### src/rtl/demux_scan_sequencer.sv
`default_nettype none
// +----------------------------------------------------------------------------+
// | Module      : demux_scan_sequencer                                         |
// | Description : Round-robin channel scanner driving sel/addr/dout of a 1:8   |
// |               demux with programmable per-channel dwell and sweep count.   |
// | Revision    : 1.0 - initial release                                        |
// +----------------------------------------------------------------------------+
module demux_scan_sequencer #(
    parameter int DWELL_W = 4
) (
    input  logic               clk,
    input  logic               rst,
    input  logic               start,
    input  logic               stop,
    input  logic               mode,
    input  logic [7:0]         en_mask,
    input  logic [DWELL_W-1:0] dwell,
    input  logic               data_in,
    output logic               sel,
    output logic [2:0]         addr,
    output logic               dout,
    output logic               busy,
    output logic               sweep_done,
    output logic [7:0]         sweep_cnt
);

    localparam logic [0:0] c_ST_IDLE = 1'b0;
    localparam logic [0:0] c_ST_SCAN = 1'b1;

    logic [0:0]         r_state;
    logic [7:0]         r_mask;
    logic [DWELL_W-1:0] r_dwell;
    logic [DWELL_W-1:0] r_dcnt;
    logic               r_sel;
    logic [2:0]         r_addr;
    logic               r_dout;
    logic               r_busy;
    logic               r_done;
    logic [7:0]         r_sweep_cnt;

    logic [2:0]         w_first;
    logic [2:0]         w_next;
    logic [2:0]         w_idx;
    logic               w_found;
    logic               w_last;
    logic               w_wrap;

    // Lowest enabled channel of the live mask, used only at scan start.
    always_comb begin
        w_first = 3'd0;
        for (int i = 7; i >= 0; i--) begin
            if (en_mask[i]) begin
                w_first = 3'(i);
            end
        end
    end

    // Next enabled channel strictly above the current one, searching upward
    // with wrap; falls back to the current channel when it is the only one.
    always_comb begin
        w_next  = r_addr;
        w_found = 1'b0;
        w_idx   = r_addr;
        for (int i = 1; i < 8; i++) begin
            w_idx = r_addr + 3'(i);
            if (!w_found && r_mask[w_idx]) begin
                w_next  = w_idx;
                w_found = 1'b1;
            end
        end
    end

    assign w_last = (r_dcnt == r_dwell);
    assign w_wrap = (w_next <= r_addr);

    always_ff @(posedge clk or posedge rst) begin
        if (rst) begin
            r_state     <= c_ST_IDLE;
            r_mask      <= 8'd0;
            r_dwell     <= '0;
            r_dcnt      <= '0;
            r_sel       <= 1'b0;
            r_addr      <= 3'd0;
            r_dout      <= 1'b0;
            r_busy      <= 1'b0;
            r_done      <= 1'b0;
            r_sweep_cnt <= 8'd0;
        end else begin
            r_done <= 1'b0;
            case (r_state)
                c_ST_IDLE: begin
                    if (start && (en_mask != 8'd0)) begin
                        r_state     <= c_ST_SCAN;
                        r_mask      <= en_mask;
                        r_dwell     <= dwell;
                        r_dcnt      <= '0;
                        r_sweep_cnt <= 8'd0;
                        r_addr      <= w_first;
                        r_sel       <= 1'b1;
                        r_busy      <= 1'b1;
                        r_dout      <= data_in;
                    end else begin
                        r_sel  <= 1'b0;
                        r_busy <= 1'b0;
                        r_dout <= 1'b0;
                    end
                end
                c_ST_SCAN: begin
                    if (stop) begin
                        r_state <= c_ST_IDLE;
                        r_dcnt  <= '0;
                        r_sel   <= 1'b0;
                        r_busy  <= 1'b0;
                        r_dout  <= 1'b0;
                    end else if (w_last) begin
                        r_dcnt <= '0;
                        if (w_wrap) begin
                            r_sweep_cnt <= r_sweep_cnt + 8'd1;
                            r_done      <= 1'b1;
                        end
                        // Single sweep ends here; addr keeps the last channel.
                        if (w_wrap && !mode) begin
                            r_state <= c_ST_IDLE;
                            r_sel   <= 1'b0;
                            r_busy  <= 1'b0;
                            r_dout  <= 1'b0;
                        end else begin
                            r_addr <= w_next;
                            r_dout <= data_in;
                        end
                    end else begin
                        r_dcnt <= r_dcnt + 1'b1;
                        r_dout <= data_in;
                    end
                end
                default: begin
                    r_state <= c_ST_IDLE;
                    r_sel   <= 1'b0;
                    r_busy  <= 1'b0;
                    r_dout  <= 1'b0;
                end
            endcase
        end
    end

    assign sel        = r_sel;
    assign addr       = r_addr;
    assign dout       = r_dout;
    assign busy       = r_busy;
    assign sweep_done = r_done;
    assign sweep_cnt  = r_sweep_cnt;

endmodule
`default_nettype wire

### config.mk
export PLATFORM = sky130hd
export DESIGN_NAME = demux_scan_sequencer
export DESIGN_NICKNAME = d
export VERILOG_FILES = /design/src/rtl/demux_scan_sequencer.sv
export SDC_FILE = /design/constraint.sdc
export NUM_CORES = 1
export LEC_CHECK = 0
export BUFFER_PORTS_ARGS = -buffer_cell sky130_fd_sc_hd__buf_2
export CORE_AREA = 2 2 63 71
export CTS_CLUSTER_SIZE = 40
export DETAILED_ROUTE_END_ITERATION = 7
export DIE_AREA = 0 0 65 73
export PLACE_DENSITY_LB_ADDON = 0.3
export SYNTH_ARGS = -nofsm -noshare
export SYNTH_HDL_FRONTEND = slang
export SYNTH_SLANG_ARGS = --single-unit
### constraint.sdc
create_clock -name clk -period 5.3 [get_ports clk]
set_input_delay 0.53 -clock clk [delete_from_list [all_inputs] [get_ports clk]]
set_output_delay 0.53 -clock clk [all_outputs]
set_load 0.03 [all_outputs]
== Word-level counts from Yosys, hierarchy flattened ==
Cells that the tools add are included.
Widths: inputs -> output; s select.
Operators by class
  add/subtract/negate cells: 9
  $mul: 0
  div/mod/pow operators: 0
  order comparisons: 8
  equality and inequality tests: 8
  shift-type cells: 0
  muxes and demuxes: 67
  bitwise logic cells: 1
  reduce and logical (&&, ||, !) cells: 20
Operators by type and width (count)
  $mux 3: 19
  $mux 8: 4
  $lt 3x4->1 const B: 7
  $mux 1: 28
  $bmux 1 s3: 7
  $pmux 8 s2: 1
  $add 3x3->3 const B: 4
  $mux 4: 3
  $add 8x1->8 const B: 1
  $logic_and 1x1->1: 8
  $pmux 4 s2: 1
  $reduce_and 4->1: 2
  $reduce_bool 8->1: 1
  $logic_not 1->1: 7
  $add 3x2->3 const B: 2
  $ne 2x2->1 const B: 3
  $ne 3x2->1 const B: 2
  $pmux 1 s2: 3
  $pmux 3 s2: 1
  $add 4x1->4 const B: 1
  $eq 4x4->1: 1
  $ne 2x1->1 const B: 2
  $reduce_and 2->1: 2
  $add 3x1->3 const B: 1
  2 further kinds: 2
Storage, ports and cells
  register bits: 31
  latch bits: 0
  memory bits (writable): 0
  memory bits (read-only): 0
  bits of input ports: 18
  output and inout port bits: 15
  memories kept: 0

== Depth between registers and ports, before layout ==
Gate-level depths: netlist (run 1).
  depth in word-level cells: 28
  depth in mapped cells: 19
  gate-level depth less buffers: 16

== Worst setup path before layout (run 1) ==
OpenSTA, ideal clock, no wires.
  kind: reg2reg
  start point: register r_addr[1], in the netlist addr[1]
  end point: register r_sweep_cnt[5], in the netlist sweep_cnt[5]
  setup time: 0.132 ns
  data arrival time: 4.308 ns
  slack: 0.860 ns
  stages on the path, launching flop included: 20
  path through: dfrtp_1 -> buf_2 -> inv_1 -> ha_1 -> buf_2 -> mux4_2 -> mux2i_4 -> nand4_1 -> o21ai_1 -> a211oi_1 -> or3_1 -> ha_1 -> nor2b_1 -> o21ai_0 -> a32oi_1 -> nor2b_1 -> clkbuf_1 -> o2111ai_1 -> xor2_1 -> nor2_1
Between the ends
  word-level cells in the longest chain between the ends: 25
  elaborated cells between the ends (all ways): 49
Ends and longest elaborated chain
  start: declaration: line 35  | logic [2:0] r_addr;
  start signal: assignment: line 98  | r_addr <= w_first;
  start signal: assignment: line 128  | r_addr <= w_next;
  $add 3x1->3: line 65  | w_idx = r_addr + 3'(i);
  $bmux 1 s3: line 66  | if (!w_found && r_mask[w_idx]) begin
  $mux 1 (implied by the code): line 66
  $mux 1: line 66
  $logic_not 1->1: line 66
  $logic_and 1x1->1: line 66
  $mux 1: line 66
  $logic_not 1->1: line 66
  (+9 left out)
  $logic_and 1x1->1: line 66
  $mux 1: line 66
  $logic_not 1->1: line 66
  $logic_and 1x1->1: line 66
  $mux 3: line 66
  $le 3x3->1 *: line 74  | assign w_wrap = (w_next <= r_addr);
  $ne 2x1->1 (no source line) *
  $reduce_and 4->1 (no source line) *
  end signal: assignment: line 118  | r_sweep_cnt <= r_sweep_cnt + 8'd1;
  end: declaration: line 39  | logic [7:0] r_sweep_cnt;
Every way passes the cells marked *; elsewhere a longest branch is shown, timed or not. The select of a mux whose other input is x is not followed.
A chain may end at the register's enable or synchronous reset.

== Worst setup path after layout (run 1) ==
  start point: register r_addr[0], in the netlist addr[0]
  end point: register r_sweep_cnt[3], in the netlist sweep_cnt[3]
The elaborated chain is that of the path after synthesis.

==> reports/metrics.yaml, run 1 <==
max_clock_freq_mhz: 224
nNetsFinal: 300
hold_violations: 0
r2r_slack_ns: 0.84
place_congestion: 0.921
synth_top_area_cell: "dfrtp_1"
ys_types: 53
fin_crit_ns: 4.46
dr.pass1.iters: 6
seq_area_um2: 776
setup_violations: 0
crit_required_ns: 5.47
grt_max_degree: 32
via_count: 1881
setup_tns_ns: 0
cap_violations: 0
synth_seq_area_share_pct: 34.9
htreeDepth: 2
slew_headroom_pct: 53.7
rsz0062_at_grt: "false"
track_usage_pct: 22.5
wirelength_mm: 4.93
port_buffers: 32
r2r_cells: 16
antennaDiodeCount: 0
skew_ns: 0.00524
clk_pin_slew_ns: 0.06
cts-resized-gates: 0
fp.dieArea_um2: 4750
viasPerCell: 5.70
die_x_um: 65
cts_sinks: 31
netlist_instances: 243
rows: 25
grt_first_pass_wirelength_mm: 8.19
grt_pass1_vias: 1769
ys_async_sr_fraction_pct: 100
ios: 33
path_max_fanout: 10
multi_input_area_um2: 1340
cp-start-kind: "flop"
synthTopCellsByArea: "dfrtp_1 35%, nand2_1 8.6%, mux4_2 6.1%"
start_util_pct: 54.2
postCtsSetupRepairBufs: 0
crit_arrival_ns: 4.63
ctsHoldBuffers: 0
clock_path_buffers: 2
area_delta_synth_final_pct: 13.6
end_kind: "flop"
wl_per_cell_um: 14.9
cts_made_buffers: 5
yosys_warnings: 0
dp_hpwl_mm: 3.64
grt_antenna_before_repair: 0
die_y_um: 73
worst_pin_slew_ns: 0.693
synth_flop_cell: "dfrtp_1"
synth_nets: 268
synth_top_area_share_pct: 34.9
core_um2: 4100
slew_violations: 0
synth_edf_count: 0
ant_nets: 0
drcViolationCount: 0
crit_type: "reg2reg"
min_path_type: "in2async"
clock_latency_ns: 0.28
final.fill_count: 350
post-route-period-util_pct: 84.2
cts.root.buffer_cell: "clkbuf_8"
syn_area_per_cell_um2: 9.14
synth_seq_cells: 31
final_layout_size_suffix_gt1_share_pct: 22.1
grt_overflow_total: 0
syn_area_um2: 2220
status: "finished clean"
drt_iter0_markers: 102
cts_tree: "done"
==> worst max-delay path, stage by stage (launching register included) <==
cell and delay [ns]:
dfrtp_1 0.35, inv_1 0.08, ha_1 0.45, mux4_2 0.61, mux2i_4 0.26, nand4_1 0.24
o21ai_1 0.19, a211oi_1 0.08, or3_1 0.39, ha_1 0.29, nor2b_1 0.13, o21ai_0 0.16
a32oi_1 0.10, nor2b_1 0.57, o21ai_0 0.21, xor2_1 0.19, nor2_1 0.06
==> synthesized netlist by cell type, types with 2 or more instances <==
library cell,instances
buf_2,3
nor3_1,3
nand3_1,2
nand2_1,51
inv_1,13
a32oi_1,2
mux4_2,6
dfrtp_1,31
a22o_1,2
nand4_1,4
ha_1,7
nor2_1,18
o22ai_1,2
o31ai_1,3
a22oi_1,2
mux2i_1,5
a211oi_1,3
or3_1,2
clkbuf_1,5
nor2b_1,5
o21ai_0,16
o2111ai_1,2
xor2_1,9
xnor2_1,8
nand2b_1,2
mux4_1,2
a21oi_1,6
mux2_2,4
==> logic make-up after synthesis <==
group | share of synthesized area (%)
compound gates | 15.7
buf+inv | 4.73
flops | 34.9
simple gates | 19.0
mux | 15.0
xor+xnor | 6.70
fa+ha+maj | 3.94
==> state kept, by name, summed over array words and instances (netlist names) <==
register and count:
r_mask 8, dout 1, r_dcnt 4, sweep_done 1
addr 3, r_state 1, busy 1, sweep_cnt 8
r_dwell 4
==> metrics by stage <==
| step | hold WS, ns | util, % | cells | area (um^2) | setup slack (ns) |
|---|---|---|---|---|---|
| 2_1_floorplan | 0.467 | - | 243 | 2220 | 0.860 |
| 3_3_place_gp | 0.485 | 59.1 | 322 | 2420 | 1.04 |
| 3_5_place_dp | 0.484 | 59.1 | 322 | 2420 | 0.909 |
| 4_1_cts | 0.326 | 61.6 | 330 | 2520 | 0.873 |
| 5_1_grt | 0.342 | 61.6 | 330 | 2520 | 0.505 |
| 6_report | 0.319 | 61.6 | 330 | 2520 | 0.838 |
==> layout by cell type (no fill, tap or decap), drive strengths merged, types with 6 or more instances in the layout <==
cell type / instances
a21oi: 6
buf: 36
clkbuf: 8
dfrtp: 31
ha: 7
inv: 13
mux2i: 7
mux4: 8
nand2: 51
nor2: 18
o21ai: 18
xnor2: 8
xor2: 9
==> layer usage <==
layer,GRT usage (%),part of all wire [%],vias up
met5,0,0,-
met4,8.75,1.8,0
met3,4.17,3.2,9
met2,37.2,50,33
met1,29.3,45,910
li1,-,-,929
==> layout make-up <==
| class | instances | area share, % |
|---|---|---|
| Multi-Input combinational cell | 188 | 53.1 |
| Sequential cell | 31 | 30.8 |
| Timing Repair Buffer | 36 | 7.54 |
| Clock buffer | 8 | 3.97 |
| Tap cell | 54 | 2.68 |
| Inverter | 13 | 1.93 |
==> final timing paths <==
path                            start            to
setup / recovery              addr[0]  sweep_cnt[3]
hold / removal                    rst  sweep_cnt[5]
setup reg to reg              addr[0]  sweep_cnt[3]
hold reg to reg            r_dwell[3]    r_dwell[3]
max in group asynchronous         rst     r_mask[1]
min in group clk             dwell[1]    r_dwell[1]
Power of run 1 is not shown: default switching activity piles up to over one toggle a cycle in this logic, so the estimate is an artifact.
==> run 2: changes to the inputs <==
Settings changed: CORE_AREA 2 2 63 71 to 2 2 66 74, DIE_AREA 0 0 65 73 to 0 0 68 76.
Clock period 5.3 ns to 3.9 ns, I/O delays scaled along.
==> reports/metrics.yaml, run 2 (synthesized netlist as in run 1, its figures left out) <==
grt_overflow_total: 0  # unchanged
setup_violations: 0  # unchanged
clock_latency_ns: 0.28  # about the same
cap_violations: 0  # unchanged
rows: 26  # +4.0%
wl_per_cell_um: 14.6  # -2.0%
path_delay_family: "simple AND/OR/NAND/NOR gates"
path_cells: "inv_4, ha_4, mux4_2, mux2i_4, nand4_1, o21ai_2, a211oi_2, or3_4, ha_4, nor2b_4, o21ai_2, a32oi_2, nor2b_2, buf_6, o2111ai_2, xor2_1, nor2_1"
grt_max_degree: 32  # unchanged
status: "finished clean"
slowest_stage: "mux4_2"
cts_tree: "done"
max_clock_freq_mhz: 263  # +17%
fp.dieArea_um2: 5170  # +8.9%
antennaDiodeCount: 0  # unchanged
crit_arrival_ns: 3.97  # -0.66 ns
start_util_pct: 49.5  # -4.7 points
post-route-period-util_pct: 97.5  # +13 points
crit_required_ns: 4.07  # -1.40 ns
cp-start-kind: "flop"
port_buffers: 32  # unchanged
final.fill_count: 370  # +5.7%
cts_made_buffers: 5  # unchanged
grt_pass1_vias: 1863  # +5.3%
grt_first_pass_wirelength_mm: 8.48  # +3.5%
viasPerCell: 5.60  # -1.7%
hold_violations: 0  # unchanged
wirelength_mm: 5.16  # +4.8%
cp_num_buf_inv: 2  # +1
dp_hpwl_mm: 3.69  # +1.5%
r2r-start: "addr[1]"
ctsHoldBuffers: 0  # unchanged
cts_sinks: 31  # unchanged
slew_violations: 0  # unchanged
end_kind: "flop"
fin_crit_ns: 3.80  # -0.659 ns
grt_antenna_before_repair: 0  # unchanged
skew_ns: 0.00797  # +0.00273 ns
ant_nets: 0  # unchanged
place_congestion: 0.823  # -11%
drcViolationCount: 0  # unchanged
drt_iter0_markers: 57  # -44%
clk_pin_slew_ns: 0.07  # about the same
path_max_fanout: 7  # -3
via_count: 1977  # +5.1%
die_y_um: 76  # +4.1%
nNetsFinal: 321  # +7.0%
cpPeakStageDelay_ns: 0.56  # -0.05 ns
die_x_um: 68  # +4.6%
htreeDepth: 2  # unchanged
track_usage_pct: 20.9  # -1.6 points
area_delta_synth_final_pct: 27.4
clock_path_buffers: 2  # unchanged
final_cell_mix: "51 x nand2_1, 33 x buf_2, 29 x dfrtp_1"
min_path_type: "in2async"
worst_pin_slew_ns: 0.543  # -0.150 ns
slew_headroom_pct: 63.6  # +9.9 points
ios: 33  # unchanged
crit_type: "reg2reg"
dr.pass1.iters: 4  # -2
crit_start: "addr[1]"
cts.root.buffer_cell: "clkbuf_8"
rsz0062_at_grt: "true"
final_common_cell: "nand2_1"
holdWs_ns: 0.176  # -0.142 ns
final_layout_size_suffix_gt1_share_pct: 34.3  # +12 points
core_um2: 4490  # +9.6%
## run 2: changes by cell type in the layout (fill, tap and decap cells not counted), sizes merged
cell / change
buf: +21
bufinv: +1
clkbuf: -2
clkinv: +1
## run 2: cell type report
class | instances | area (um^2) | share of cell area, %
Multi-Input combinational cell | 188 | 1450 | 51.3
Sequential cell | 31 | 778 | 27.5
Timing Repair Buffer | 57 | 362 | 12.8
Clock buffer | 6 | 82.6 | 2.92
Tap cell | 56 | 70.1 | 2.48
Inverter | 13 | 51.3 | 1.81
Clock inverter | 2 | 35.0 | 1.24
## run 2: timing repair
action                                  4_1_cts  5_1_grt
hold endpoints to repair                      0        0
gates resized for setup                       0       18
endpoints found under the setup margin        0       10
buffers inserted                              0        8
## run 2: path summary, 6_finish.rpt
check	endpoint	slack, ns	cells after the start
hold / removal	sweep_cnt[6]	0.18	3
hold reg to reg	r_dwell[0]	0.50	2
min in group clk	r_dwell[1]	0.31	3
setup reg to reg	sweep_cnt[7]	0.1	17
setup / recovery	sweep_cnt[7]	0.1	17
max in group asynchronous	addr[1]	3.42	3
## run 2: per-layer routing
layer | wire length [um] | vias up | global-route usage [%]
met4 | 85 | 0 | 6.60
met2 | 2670 | 48 | 33.6
met5 | 0 | - | 0
li1 | - | 970 | -
met3 | 173 | 10 | 2.81
met1 | 2230 | 949 | 28.8
## run 2: through the flow
step	cells	utilization, %	area [um^2]	TNS, ns	setup slack [ns]
CTS	344	59.6	2680	0	0.0290
finish	353	63.0	2830	0	0.0974
global placement	336	57.0	2560	0	0.0931
floorplan	243	-	2270	-0.677	-0.140
global route	353	63.0	2830	-0.155	-0.0707
detailed placement	336	57.0	2560	0	0.0591
## run 2: worst min-delay path: stages
cell and delay [ns]:
buf_2 0.09, inv_1 0.04, buf_4 0.35
Power of run 2 is left out for the same reason.
